===== config.mk =====
export PLATFORM = sky130hd
export DESIGN_NAME = e1b_code_loader
export DESIGN_NICKNAME = d
export VERILOG_FILES = /design/src/rtl/e1b_code_loader_pkg.sv /design/src/rtl/e1b_code_loader.sv
export SDC_FILE = /design/constraint.sdc
export NUM_CORES = 1
export LEC_CHECK = 0
export ABC_AREA = 1
export CAP_MARGIN = 20
export CELL_PAD_IN_SITES_DETAIL_PLACEMENT = 0
export CELL_PAD_IN_SITES_GLOBAL_PLACEMENT = 1
export CORE_MARGIN = 8
export CORE_UTILIZATION = 25
export DETAILED_ROUTE_END_ITERATION = 10
export HOLD_SLACK_MARGIN = 0.02
export PLACE_DENSITY = 0.67
export REMOVE_ABC_BUFFERS = 1
export SYNTH_ARGS = -nofsm -noshare
export SYNTH_HDL_FRONTEND = slang
export SYNTH_SLANG_ARGS = --single-unit

===== constraint.sdc =====
create_clock -name clk -period 1.95 [get_ports clk]
set_input_delay 0.39 -clock clk [delete_from_list [all_inputs] [get_ports clk]]
set_output_delay 0.39 -clock clk [all_outputs]
set_load 0.02 [all_outputs]

===== src/rtl/e1b_code_loader_pkg.sv =====
`default_nettype none
// ============================================================================
//  Module      : e1b_code_loader_pkg
//  Description : Shared constants for the E1B code-memory column loader:
//                code length, RAM geometry, channel-select width and the
//                loader state encoding.
//  Revision    : 1.0 - initial release
// ============================================================================
package e1b_code_loader_pkg;

    // Chips per E1B code period (255 full 16-chip words + 12 chips).
    localparam int E1B_CODELEN  = 4092;
    // Address width of the 4096-deep code RAM.
    localparam int E1B_CODEBITS = 12;
    // Number of tracking channels; one RAM bit column per channel.
    localparam int V_GPS_CHANS  = 12;
    // Width of the channel-select field.
    localparam int CH_BITS      = 4;

    // Loader state encoding.
    localparam logic [2:0] ST_IDLE  = 3'd0;
    localparam logic [2:0] ST_FETCH = 3'd1;
    localparam logic [2:0] ST_RD    = 3'd2;
    localparam logic [2:0] ST_WAIT  = 3'd3;
    localparam logic [2:0] ST_WR    = 3'd4;
    localparam logic [2:0] ST_DONE  = 3'd5;

endpackage
`default_nettype wire


===== src/rtl/e1b_code_loader.sv =====
`default_nettype none
// ============================================================================
//  Module      : e1b_code_loader
//  Description : Column-wise loader for the shared E1B code BRAM. A host
//                streams one channel's PRN as 16-chip words; each chip is
//                merged into bit column <ch> of the RAM by a read-modify-write
//                through port A, leaving every other channel's bit intact.
//
//  Ports       : clk, rst         - clock, synchronous active-high reset
//                i_start, i_ch    - load command pulse and target channel
//                i_in_valid/_data - host word stream (bit 0 = earliest chip)
//                o_in_ready       - host word accepted on valid & ready
//                o_ram_addr/_we/_wdata, i_ram_rdata
//                                 - BRAM port A (read latency 1 clk)
//                o_busy           - load in progress
//                o_done           - one-cycle pulse at column completion
//                o_err            - one-cycle pulse on a rejected command
//  Revision    : 1.0 - initial release
// ============================================================================
module e1b_code_loader
    import e1b_code_loader_pkg::*;
#(
    parameter int NCHAN   = V_GPS_CHANS,
    parameter int CODELEN = E1B_CODELEN,
    parameter int ABITS   = E1B_CODEBITS,
    parameter int CHBITS  = CH_BITS
) (
    input  logic              clk,
    input  logic              rst,
    input  logic              i_start,
    input  logic [CHBITS-1:0] i_ch,
    input  logic              i_in_valid,
    input  logic [15:0]       i_in_data,
    output logic              o_in_ready,
    output logic [ABITS-1:0]  o_ram_addr,
    output logic              o_ram_we,
    output logic [NCHAN-1:0]  o_ram_wdata,
    input  logic [NCHAN-1:0]  i_ram_rdata,
    output logic              o_busy,
    output logic              o_done,
    output logic              o_err
);

    localparam logic [CHBITS:0]  c_NCHAN     = (CHBITS+1)'(NCHAN);
    localparam logic [ABITS-1:0] c_LAST_CHIP = ABITS'(CODELEN - 1);

    logic [2:0]        r_state;
    logic [CHBITS-1:0] r_ch;
    logic [ABITS-1:0]  r_chip;
    logic [3:0]        r_bit;
    logic [15:0]       r_shreg;
    logic              r_err;

    logic              w_can_start;
    logic              w_ch_ok;
    logic              w_chip_val;
    logic [NCHAN-1:0]  w_merged;

    // DONE behaves like IDLE for command acceptance: the FSM is back in IDLE
    // on the next clock, so a start coinciding with done is taken.
    assign w_can_start = (r_state == ST_IDLE) || (r_state == ST_DONE);
    assign w_ch_ok     = ({1'b0, i_ch} < c_NCHAN);
    assign w_chip_val  = r_shreg[r_bit];

    // Replace only the selected channel's bit in the word read back.
    always_comb begin
        w_merged = i_ram_rdata;
        for (int i = 0; i < NCHAN; i++) begin
            if (CHBITS'(i) == r_ch) begin
                w_merged[i] = w_chip_val;
            end
        end
    end

    always_ff @(posedge clk) begin
        if (rst) begin
            r_state <= ST_IDLE;
            r_ch    <= '0;
            r_chip  <= '0;
            r_bit   <= '0;
            r_shreg <= '0;
            r_err   <= 1'b0;
        end else begin
            r_err <= 1'b0;
            case (r_state)
                ST_IDLE, ST_DONE: begin
                    r_state <= ST_IDLE;
                    if (i_start) begin
                        if (w_ch_ok) begin
                            r_ch    <= i_ch;
                            r_chip  <= '0;
                            r_state <= ST_FETCH;
                        end else begin
                            r_err <= 1'b1;
                        end
                    end
                end
                ST_FETCH: begin
                    if (i_in_valid) begin
                        r_shreg <= i_in_data;
                        r_bit   <= '0;
                        r_state <= ST_RD;
                    end
                end
                ST_RD: begin
                    r_state <= ST_WAIT;
                end
                ST_WAIT: begin
                    r_state <= ST_WR;
                end
                ST_WR: begin
                    r_bit <= r_bit + 4'd1;
                    if (r_chip == c_LAST_CHIP) begin
                        // Park the address at 0 so it never shows CODELEN;
                        // the unused tail of the last word is dropped here.
                        r_chip  <= '0;
                        r_state <= ST_DONE;
                    end else begin
                        r_chip  <= r_chip + 1'b1;
                        r_state <= (r_bit == 4'hF) ? ST_FETCH : ST_RD;
                    end
                end
                default: begin
                    r_state <= ST_IDLE;
                end
            endcase

            // A command while a load runs is refused; the load carries on.
            if (i_start && !w_can_start) begin
                r_err <= 1'b1;
            end
        end
    end

    assign o_in_ready  = (r_state == ST_FETCH);
    assign o_ram_addr  = r_chip;
    assign o_ram_we    = (r_state == ST_WR);
    assign o_ram_wdata = (r_state == ST_WR) ? w_merged : '0;
    assign o_busy      = !w_can_start;
    assign o_done      = (r_state == ST_DONE);
    assign o_err       = r_err;

endmodule
`default_nettype wire


* Word-level counts from Yosys, hierarchy flattened
Cells that the tools add are included.
** Word-level totals
- Input port bits :: 36
- Register bits after elaboration :: 40
- Word-level logic and storage cells :: 74
** Cells by class
- Order comparisons :: 2
- Eq/ne operators :: 21
- Reduce and logical (&&, ||, !) cells :: 12
- Add/sub/neg operators :: 2
- Muxes and demuxes :: 31
** Operator list (count)
- $mux 12 :: 4
- $pmux 12 s2 :: 1
- $mux 1 :: 19
- $eq 3x4->1 const A :: 4
- $eq 4x4->1 const A :: 4
- $pmux 3 s5 :: 1
- $add 12x1->12 const B :: 1
- $eq 12x12->1 const B :: 1
- $eq 2x4->1 const A :: 2
- $pmux 4 s2 :: 1
- $eq 3x2->1 const B :: 2
- $eq 3x3->1 const B :: 2
- $mux 3 :: 2
- $ne 2x2->1 const B :: 3
- $reduce_and 3->1 :: 2
- $lt 4x5->1 const B :: 1
- $add 4x1->4 const B :: 1
- $bmux 1 s4 :: 1
- $eq 1x4->1 const A :: 1
- $eq 4x4->1 const B :: 1
- $logic_not 4->1 :: 1
- $lt 4x4->1 const B :: 1
- $mux 4 :: 1
- $reduce_and 2->1 :: 2
- 8 further kinds :: 9

* Longest topological paths before layout
- Depth after elaboration :: 5
- Gate-level depth with buffers :: 10

* Least setup slack after synthesis
OpenSTA, ideal clock, no wires.
- Path type :: register to output
- From :: register r_bit[0]
- To :: output o_ram_wdata[4]
- Data arrival time :: 1.243 ns
- Stages on the path, launching flop included :: 11
- Required time :: 1.560 ns
- Path slack :: 0.317 ns
- Path buffers :: 2
- Path through :: dfxtp_1 buf_6 nand2_1 o21ai_0 nand2_1 nand3_1 nand3_2 buf_4 nand3_1 nand2_1 inv_1
** On the way
- Word-level cells in the longest chain between the ends :: 4
** RTL lines
- start, declared :: RTL line e1b_code_loader.sv:50 : logic [3:0] r_bit;
- start signal, assigned :: RTL line e1b_code_loader.sv:112 : r_bit <= r_bit + 4'd1;
- $bmux 1 s4 :: RTL line e1b_code_loader.sv:63 : assign w_chip_val = r_shreg[r_bit];
- $mux 1 (implied by the code) :: RTL line e1b_code_loader.sv:63
- $mux 1 :: RTL line e1b_code_loader.sv:69 : if (CHBITS'(i) == r_ch) begin
- $mux 12 :: RTL line e1b_code_loader.sv:138 : assign o_ram_wdata = (r_state == ST_WR) ? w_merged : '0;
- end, declared :: RTL line e1b_code_loader.sv:37 : output logic [NCHAN-1:0] o_ram_wdata,
Every way passes these cells. The select of a mux whose other input is x is not followed.

* Worst setup path after layout
- From :: register r_bit[0]
- To :: output o_ram_wdata[3]
Same word-level chain as after synthesis.

==> run metrics <==
Ys Warns=0; Post-synth EDFFs=0; Hold Path End=r_shreg[7]$_SDFFE_PP0P_; Site Rows=35; critical path's top delay family=simple AND/OR/NAND/NOR gates; grt total ovfl=0; dominant cells by area after synthesis=dfxtp_1 33%, nor2_1 11%, nand2_1 11%; htree depth=2; wl on met1=3760 µm; Area Overhead vs Synth=54.9%; antenna-violating nets left=0; Synth top area share=33.4%; FF-to-FF End=o_ram_addr[3]$_SDFFE_PP0P_; cell area power density=551 nW/µm²; Overall Power=2.05 mW; Buf+Inv Stages, Crit Path=4; Finished Core Util=40.0%; Leak Pwr=1.59 nW; Ant. Diodes=0; Port-buffer cells=64; post-synth cell types=29; metal2 WL=3350 µm; worst hold path class=flop to flop; CTS Buf Count=5; Post-DP Area=3320 µm²; Cell Chain, Critical Path=buf_8 -> nand2_4 -> o21ai_4 -> nand2_2 -> nand3_4 -> nand3_4 -> buf_6 -> nand3_2 -> nand2_1 -> inv_1 -> buf_6; Synth Cell Area=2400 µm²; Reg2Reg Depth=8; latest clock arrival within the worst-skew pair=290 ps; Setup WS pre-CTS=-330 ps; Reg2Reg Setup Slack=390 ps; critical hold path startpoint=r_shreg[7]$_SDFFE_PP0P_; Rel. slew slack=72.8%; RSZ-0062 raised after global routing=yes; Min Hold Slack=480 ps; root buf cell=clkbuf_8; CP Data Arrival Time=1670 ps; slowest CP cell=dfxtp_4; area of the core=9280 µm²; worst clock skew=6.87 ps; NumNets Final=515; outcome=finished with violations; DRC Markers=0; setup ws final=-112 ps; WL met3=402 µm; max incr delay on CP=390 ps; CTS Sinks=40; Critical Path RT=1560 ps; largest net degree at the start of global routing=30; Finished Cell Area=3710 µm²; post-synthesis sequential area ratio=33.4%; reg-to-reg startpoint=o_ram_addr[0]$_SDFFE_PP0P_; cell count after synthesis=384; Max VDD drop=0.000216 V; DRT Pass-1 Iters=4; I/O Pins=65; area leader, netlist=dfxtp_1; CTS tree=yes; Worst Setup Path Type=flop to output port; fmax=0.485 GHz; number of vias per cell=4.37; die width=114 µm; share of cells above drive strength 1=23.2%; Global Route Usage Sum=11.6%; Post-Layout Cell Count=607; Starting Density=25.8%; startpoint types=flop; minimum clock period=2060 ps; hold path depth=2; DR WL/cell=12.5 µm; Final Max Tran Viols=0; initial antenna violation count=0; fin crit share=106%; ys async rst share=0%; #FFs+latches synth=40; top sig layer=met4; Top FF cell, synth=dfxtp_1; hpwl dp=5360 µm; Worst Max-Slew Pin Slew=408 ps; DR iter-0 viols=95; Routed Wire Length=7610 µm; Setup Viol. Count Final=12; GP Congestion=0.792; clock-pin slew on the worst setup and hold paths=80 ps; crit end category=output port; max-capacitance violation count=0; failing checks=negative setup slack; sum of negative setup slack=-547 ps; die area=13000 µm²; Vias=2654; CTS max path bufs=2; Inst Count DP=593; Max FO, Critical Path=6; die height=114 µm; first-pass GRT wire length=12300 µm; # fillers=1013; vias in the first global route=2569; synthesized area per cell=6.24 µm²; Fin. Hold Viols=0
-- cells in the mapped netlist (all sizes together), types with 2 or more instances --
library cell  number
nand3             41
nor2              76
inv               63
buf                9
dfxtp             40
clkbuf             5
a211oi             2
nand4              6
nand2             75
o21ai             31
ha                 2
a21oi             26
a31oi              3
nor3               2
-- state kept, by name, summed over array words and instances (netlist names) --
name and flops:
o_err 1, r_ch 4, r_bit 4, o_ram_addr 12, r_shreg 16, r_state 3
-- routing by layer --
| metal | global-route usage, % | vias to the layer above |
|---|---|---|
| met1 | 14.7 | 1188 |
| li1 | - | 1403 |
| met5 | 0 | - |
| met3 | 3.28 | 7 |
| met2 | 18.5 | 56 |
| met4 | 3.37 | 0 |
-- worst register-to-register path: stages, from the launching register on --
cell and delay [ps]:
dfxtp_1 420, ha_1 270, nand2_1 70, nor2_1 140
nand3_1 170, nand3_1 160, o21ai_4 110, nand2_1 70
nor2_1 40
-- final cells by class --
type	count	area (µm²)	area share [%]
clock buffer	8	90.1	2.43
inverter	63	236	6.37
multi-input combinational	269	1500	40.5
sequential	40	806	21.7
tap	129	161	4.35
timing repair buffer	98	913	24.6
-- cell usage in the layout (no fill, tap or decap), types with 5 or more instances in the layout --
cell type,count
nor2_1,71
nand2_1,59
inv_1,56
clkdlybuf4s50_1,48
dfxtp_1,38
buf_4,33
a21oi_1,26
nand3_1,22
o21ai_0,19
nand2_2,12
nand3_2,12
buf_6,12
nand3_4,9
inv_2,7
nand4_1,6
clkbuf_8,6
o21ai_2,5
-- power breakdown --
part           internal (mW)  switching (mW)
Combinational          0.251           0.315
Sequential             0.870          0.0298
Clock                  0.289           0.292
Total                   1.41           0.636
-- how the worst max path moves through the flow --
stage	from	end	slack [ps]	depth (start not counted)
3_3_place_gp	r_bit[0]$_SDFFE_PP0P_	o_ram_wdata[8]	-310	10
6_report	r_bit[0]$_SDFFE_PP0P_	o_ram_wdata[3]	-110	11
5_1_grt	r_bit[0]$_SDFFE_PP0P_	o_ram_wdata[3]	-200	11
3_5_place_dp	r_bit[0]$_SDFFE_PP0P_	o_ram_wdata[8]	-330	10
4_1_cts	r_bit[0]$_SDFFE_PP0P_	o_ram_wdata[1]	-170	10
2_1_floorplan	r_bit[0]$_SDFFE_PP0P_	o_ram_wdata[0]	170	8
-- kinds of logic after synthesis --
family | share of synthesized area, %
and+or+nand+nor | 36.3
adders and majority gates | 1.04
buffers and inverters | 14.4
DFF | 33.4
AOI/OAI and AO/OA | 14.9
-- what timing repair did --
action	in CTS	in global routing
hold buffers	0	0
setup endpoints to repair	16	13
setup buffers	3	1
gates cloned	2	0
resized for setup	84	55
pin swaps	8	15
(Power assumes the default switching activity.)
